===== src/rtl/dcache_pkg.sv =====
// dcache_pkg: shared types and helpers for the direct-mapped data cache.
//   state_t  : controller states (IDLE, FILL, WRITE)
//   idx_bits : number of index bits for a given (power-of-two) set count
package dcache_pkg;

  typedef enum logic [1:0] {
    IDLE  = 2'd0,
    FILL  = 2'd1,
    WRITE = 2'd2
  } state_t;

  // log2 of a power-of-two set count
  function automatic int idx_bits(input int sets);
    int n;
    n = 0;
    while ((1 << n) < sets) n++;
    return n;
  endfunction

endpackage


===== src/rtl/dcache_array.sv =====
// dcache_array: per-line valid bit, tag and data word for the direct-mapped cache.
// Ports:
//   clk, rst          clock, synchronous active-high reset (clears valid bits only)
//   rd_idx            combinational read index
//   rd_valid/tag/data line contents at rd_idx
//   we                write strobe: sets valid and stores wr_tag / wr_data at wr_idx
module dcache_array #(
  parameter int SETS       = 16,
  parameter int IDX        = 4,
  parameter int TAG_W      = 26,
  parameter int DATA_WIDTH = 32
) (
  input  logic                  clk,
  input  logic                  rst,
  input  logic [IDX-1:0]        rd_idx,
  output logic                  rd_valid,
  output logic [TAG_W-1:0]      rd_tag,
  output logic [DATA_WIDTH-1:0] rd_data,
  input  logic                  we,
  input  logic [IDX-1:0]        wr_idx,
  input  logic [TAG_W-1:0]      wr_tag,
  input  logic [DATA_WIDTH-1:0] wr_data
);

  logic [SETS-1:0]       valid;
  logic [TAG_W-1:0]      tags  [SETS];
  logic [DATA_WIDTH-1:0] words [SETS];

  // valid bits: cleared by reset, set on any line write
  always_ff @(posedge clk) begin
    if (rst) begin
      valid <= {SETS{1'b0}};
    end else if (we) begin
      valid[wr_idx] <= 1'b1;
    end
  end

  // tag and data storage; no reset needed since valid gates their use
  always_ff @(posedge clk) begin
    if (we) begin
      tags[wr_idx]  <= wr_tag;
      words[wr_idx] <= wr_data;
    end
  end

  assign rd_valid = valid[rd_idx];
  assign rd_tag   = tags[rd_idx];
  assign rd_data  = words[rd_idx];

endmodule


===== src/rtl/dcache_dm.sv =====
// dcache_dm: direct-mapped, write-through, no-write-allocate data cache.
// Core side : req_valid/req_we/req_addr/req_wdata in, resp_rdata and stall out.
//             Read hits return data in the same cycle; misses and all stores stall.
// Memory side: mem_req/mem_we/mem_addr/mem_wdata out (registered, held until
//             mem_ready), mem_rdata/mem_ready in (ready is a one-cycle pulse).
// Optional  : define DCACHE_STATS_EN to add hit_count/miss_count outputs
//             (read hits and read misses, saturating 32-bit counters).
module dcache_dm
  import dcache_pkg::*;
#(
  parameter int DATA_WIDTH = 32,
  parameter int ADDR_WIDTH = 32,
  parameter int SETS       = 16
) (
  input  logic                  clk,
  input  logic                  rst,
  input  logic                  req_valid,
  input  logic                  req_we,
  input  logic [ADDR_WIDTH-1:0] req_addr,
  input  logic [DATA_WIDTH-1:0] req_wdata,
  output logic [DATA_WIDTH-1:0] resp_rdata,
  output logic                  stall,
  output logic                  mem_req,
  output logic                  mem_we,
  output logic [ADDR_WIDTH-1:0] mem_addr,
  output logic [DATA_WIDTH-1:0] mem_wdata,
  input  logic [DATA_WIDTH-1:0] mem_rdata,
  input  logic                  mem_ready
`ifdef DCACHE_STATS_EN
  ,
  output logic [31:0]           hit_count,
  output logic [31:0]           miss_count
`endif
);

  localparam int IDX   = idx_bits(SETS);
  localparam int TAG_W = ADDR_WIDTH - IDX - 2;

  state_t                state, state_next;
  logic [ADDR_WIDTH-1:0] addr_q;
  logic [DATA_WIDTH-1:0] wdata_q;
  logic                  done_q;
  logic [IDX-1:0]        look_idx;
  logic [TAG_W-1:0]      look_tag;
  logic                  line_valid;
  logic [TAG_W-1:0]      line_tag;
  logic [DATA_WIDTH-1:0] line_data;
  logic                  hit;
  logic                  mem_done;
  logic                  start_fill;
  logic                  start_write;
  logic                  line_we;
  logic                  unused_lsbs;

  // byte offset within the word carries no meaning for word accesses
  assign unused_lsbs = ^req_addr[1:0];

  // IDLE probes with the core address; during a transfer the captured address
  // is used, so a store's tag compare sees the line as it is at completion
  assign look_idx = (state == IDLE) ? req_addr[IDX+1:2] : addr_q[IDX+1:2];
  assign look_tag = (state == IDLE) ? req_addr[ADDR_WIDTH-1:IDX+2]
                                    : addr_q[ADDR_WIDTH-1:IDX+2];
  assign hit      = line_valid && (line_tag == look_tag);
  // a ready pulse only counts while a request is outstanding
  assign mem_done = mem_req && mem_ready;

  assign mem_addr   = addr_q;
  assign mem_wdata  = wdata_q;
  assign resp_rdata = (state == IDLE && req_valid && !req_we && hit)
                      ? line_data : {DATA_WIDTH{1'b0}};

  dcache_array #(
    .SETS       (SETS),
    .IDX        (IDX),
    .TAG_W      (TAG_W),
    .DATA_WIDTH (DATA_WIDTH)
  ) u_array (
    .clk      (clk),
    .rst      (rst),
    .rd_idx   (look_idx),
    .rd_valid (line_valid),
    .rd_tag   (line_tag),
    .rd_data  (line_data),
    .we       (line_we),
    .wr_idx   (look_idx),
    .wr_tag   (look_tag),
    .wr_data  ((state == FILL) ? mem_rdata : wdata_q)
  );

  // next-state, stall and line-write decode
  always_comb begin
    state_next  = state;
    stall       = 1'b0;
    start_fill  = 1'b0;
    start_write = 1'b0;
    line_we     = 1'b0;
    case (state)
      IDLE: begin
        // done_q marks the cycle in which the just-written store retires
        if (req_valid && !done_q) begin
          if (req_we) begin
            stall       = 1'b1;
            start_write = 1'b1;
            state_next  = WRITE;
          end else if (!hit) begin
            stall      = 1'b1;
            start_fill = 1'b1;
            state_next = FILL;
          end else begin
            stall = 1'b0;
          end
        end else begin
          stall = 1'b0;
        end
      end
      FILL: begin
        stall = 1'b1;
        if (mem_done) begin
          line_we    = 1'b1;
          state_next = IDLE;
        end else begin
          state_next = FILL;
        end
      end
      WRITE: begin
        stall = 1'b1;
        if (mem_done) begin
          // write-through: only refresh a line that already holds this address
          line_we    = hit;
          state_next = IDLE;
        end else begin
          state_next = WRITE;
        end
      end
      default: begin
        state_next = IDLE;
      end
    endcase
  end

  // state, captured request and registered memory handshake
  always_ff @(posedge clk) begin
    if (rst) begin
      state   <= IDLE;
      mem_req <= 1'b0;
      mem_we  <= 1'b0;
      addr_q  <= {ADDR_WIDTH{1'b0}};
      wdata_q <= {DATA_WIDTH{1'b0}};
      done_q  <= 1'b0;
    end else begin
      state  <= state_next;
      done_q <= (state == WRITE) && mem_done;
      if (start_fill || start_write) begin
        mem_req <= 1'b1;
        mem_we  <= start_write;
        addr_q  <= {req_addr[ADDR_WIDTH-1:2], 2'b00};
      end else if (mem_done) begin
        mem_req <= 1'b0;
        mem_we  <= 1'b0;
      end
      if (start_write) begin
        wdata_q <= req_wdata;
      end
    end
  end

`ifdef DCACHE_STATS_EN
  logic fill_done_q;
  logic count_hit;

  // the hit that follows a fill belongs to the already-counted miss
  assign count_hit = (state == IDLE) && req_valid && !req_we && hit
                     && !fill_done_q && !done_q;

  // saturating read hit / miss counters
  always_ff @(posedge clk) begin
    if (rst) begin
      hit_count   <= 32'd0;
      miss_count  <= 32'd0;
      fill_done_q <= 1'b0;
    end else begin
      fill_done_q <= (state == FILL) && mem_done;
      if (count_hit && (hit_count != 32'hFFFF_FFFF)) begin
        hit_count <= hit_count + 32'd1;
      end
      if (start_fill && (miss_count != 32'hFFFF_FFFF)) begin
        miss_count <= miss_count + 32'd1;
      end
    end
  end
`endif

endmodule


===== config.mk =====
export PLATFORM = sky130hd
export DESIGN_NAME = dcache_dm
export DESIGN_NICKNAME = d
export VERILOG_FILES = /design/src/rtl/dcache_pkg.sv /design/src/rtl/dcache_array.sv /design/src/rtl/dcache_dm.sv
export SDC_FILE = /design/constraint.sdc
export NUM_CORES = 1
export LEC_CHECK = 0
export ABC_AREA = 1
export ABC_CLOCK_PERIOD_IN_PS = 8200
export CAP_MARGIN = 20
export CORE_MARGIN = 2
export CORE_UTILIZATION = 39
export CTS_CLUSTER_SIZE = 20
export DETAILED_ROUTE_END_ITERATION = 8
export SYNTH_ARGS = -nofsm -noshare
export SYNTH_HDL_FRONTEND = slang
export SYNTH_SLANG_ARGS = --single-unit

===== constraint.sdc =====
create_clock -name clk -period 8.2 [get_ports clk]
set_input_delay 1.64 -clock clk [delete_from_list [all_inputs] [get_ports clk]]
set_output_delay 1.64 -clock clk [all_outputs]
set_load 0.02 [all_outputs]

==> out/results.ini <==
[run_status]
outcome = finished clean

[worst_setup_path]
critPathKind = in -> out
start_kind = input port
cp_max_fo = 55
end_kind = output port
timing.rr.end = u_array.tags[2][18]$_DFFE_PP_
critical_path_required_ps = 6560
rr_worst_depth = 24
r2r_setup_slack_ps = 2400
r2r_start = state[0]$_SDFFE_PP0P_
worstPathArrival_ps = 5700

[synth]
ys.warnings.count = 0
avgSynthCellArea_um2 = 11.2
synth.cell_area_mm2 = 0.0411
synth_cells = 3680
synth_seq_cells = 1011
ys_types = 35
yosysSeqAreaShare_pct = 71.8

[cts]
cts_setup_buffers = 0
clk_latency_ps = 690
cts.sinks = 1011
cts_hold_buf = 0
cts-buffers-inserted = 102
clkTransAtPathRegs_ps = 60
cts_resized = 0
h-tree-depth = 3
cts_tree = done
cts_buffer_depth = 3
cts_root_buf = clkbuf_16

[sta]
finClkSkew_ps = 44.4
clock.fmax_ghz = 0.136
rsz0062_at_grt = no
setup_violations = 0
slew_headroom_pct = 29.9
tightest_slew_ps = 1040
report.final.slew_viol_count = 0
whs_ps = 447
period_share_pct = 89.6
period_needed_ps = 7340
hold_violations = 0
tns_ps = 0

[power]
pwr-share-comb_pct = 19.8
net-switching-power_w = 0.00383
pwr-share-clk_pct = 34.9
switching_share_pct = 29.3
intPower_w = 0.00924
peakVddDrop_v = 0.000181
seqPwrFrac_pct = 45.4
cellPowerDensity_mw_per_mm2 = 270
leakagePower_nw = 18.7

[layout]
final_cell_mix = nand2_1 (1,109), edfxtp_1 (928), inv_1 (377), o22ai_1 (248), nor2_1 (240)
layout_commonest_cell = nand2_1
syn2layout_area_growth_pct = 17.8
antenna_cells = 0
nets = 3995
drive_above_1_share_pct = 7.47

[detailed_routing]
antenna_left = 0
drcViolationCount = 0
drt-wirelength-per-cell_um = 20.5
drtIter0Drc = 2679
vias = 27200
viasPerCell = 5.07
first_pass_iters = 6
postRouteWirelength_um = 110000

[floorplan]
coreArea_mm2 = 0.105
dieArea_mm2 = 0.108
die_h_um = 329
die_width_um = 329
start_util_pct = 39.2
boundaryPins = 200
rows = 119

[placed_design]
dp_hpwl_um = 57900
gp_congestion = 0.759
port_buffers = 195

[global_routing]
grt_usage_pct = 20.1
grt_pass1_vias = 26200
grt_max_degree = 130
antenna_found_initial = 3
grt_first_pass_wirelength_um = 164000
grt_overflow = 0

[min_path]
min_path_type = reg -> reg
hold_path_startpoint = u_array.valid[8]$_SDFFE_PP0P_
whs_path_depth = 2
hold_path_end = u_array.valid[8]$_SDFFE_PP0P_

[job]
drv_cap = 0

==> cell type report <==
type,instances,area [um2]
clock buffers,153,2880
flip-flops and latches,1011,29500
well taps,1391,1740
repair buffers,298,3020
fillers,9446,56500
inverters,396,1520
clock inverters,36,417
multi-input cells,2081,9370
==> cell usage after synthesis <==
library cell  instances  area share, %
buf_1                14           0.13
o21bai_1             13           0.24
o21ai_1              40           0.49
a21oi_1              26           0.32
o211ai_1              1          0.018
buf_6                 3          0.082
clkinv_1              1         0.0091
or2_2                 2          0.030
a31oi_1               1          0.015
nand2_4               1          0.027
inv_1               389            3.5
inv_2                 6          0.055
a221oi_1              1          0.021
buf_4                19           0.35
clkbuf_1            106           0.97
dfxtp_1              83            4.0
nand3b_1             22           0.40
o22ai_1             248            3.8
nand3_2               2          0.049
nor2_4                1          0.027
ha_1                  4           0.12
nor2_2                5          0.076
buf_2                51           0.62
nor3_1               11           0.13
nand2_2               5          0.076
or2_1                 4          0.061
o21ai_0             247            3.0
conb_1                1         0.0091
nand2_1            1111             10
nor2_1              244            2.2
nand4_1              34           0.52
nand3_1              51           0.62
edfxtp_1            928             68
o21ai_2               1          0.021
a22oi_1               4          0.073
==> worst max path at each step <==
stage / start / end / slack, ps / cells past startpoint
2_1_floorplan: req_addr[2] / u_array.tags[0][0]$_DFFE_PP_ / 250 / 20
3_3_place_gp: req_addr[5] / resp_rdata[20] / 730 / 18
3_5_place_dp: req_addr[2] / resp_rdata[20] / 790 / 14
4_1_cts: req_addr[2] / resp_rdata[20] / 770 / 14
5_1_grt: state[1]$_SDFFE_PP0P_ / resp_rdata[20] / 500 / 24
6_report: req_addr[2] / resp_rdata[20] / 860 / 14
==> state kept, by name (all words and copies together) (netlist names) <==
name           flops
state              2
mem_addr          30
mem_wdata         32
mem_we             1
u_array.valid     16
u_array.tags     416
mem_req            1
done_q             1
u_array.words    512
==> cell families (layout without fill, tap and decap cells) <==
family | count (synthesis) | count (layout) | synth area share [%]
adders and majority gates | 4 | 4 | 0.122
buffers and inverters | 589 | 883 | 5.76
and+or+nand+nor | 1493 | 1493 | 14.4
AOI/OAI and AO/OA | 582 | 582 | 7.96
DFF | 1011 | 1011 | 71.8
other | 1 | 2 | 0.00911
==> per-layer routing <==
layer  vias to the layer above  track usage, %  share of wire [%]
met3                       169            3.51                7.0
li1                      13000               -                  -
met4                         2            5.60                2.3
met5                         -               0              0.013
met2                       907            32.5                 46
met1                     13100            27.9                 44
==> power groups by stage <==
stage | clock network [W] | logic [W] | registers, W
finish | 0.00456 | 0.00258 | 0.00593
CTS | 0.00463 | 0.00259 | 0.00593
global route | 0.00483 | 0.00286 | 0.00593
global placement | 0 | 0.00255 | 0.00604
floorplan | 0 | 0.00154 | 0.00609
detailed placement | 0 | 0.00257 | 0.00604
==> through the flow <==
stage / power, W / worst slack (ps) / util, % / std cells / cell area (um2)
floorplan: 0.00763 / 252 / - / 3681 / 41100
global placement: 0.00859 / 732 / 43.0 / 5175 / 45100
detailed placement: 0.00861 / 787 / 43.0 / 5176 / 45200
CTS: 0.0132 / 772 / 46.2 / 5365 / 48500
global route: 0.0136 / 502 / 46.2 / 5366 / 48500
finish: 0.0131 / 856 / 46.2 / 5366 / 48500
==> worst max-delay path: stages <==
cell,delay (ps)
clkdlybuf4s50_1,470
inv_1,100
nand2_2,90
nand2_4,370
nor2_1,200
inv_4,180
buf_4,470
buf_4,680
o22ai_1,130
o21ai_0,240
nand4_1,230
nor2_1,160
buf_4,110
clkdlybuf4s50_1,580
(Power assumes the default switching activity.)
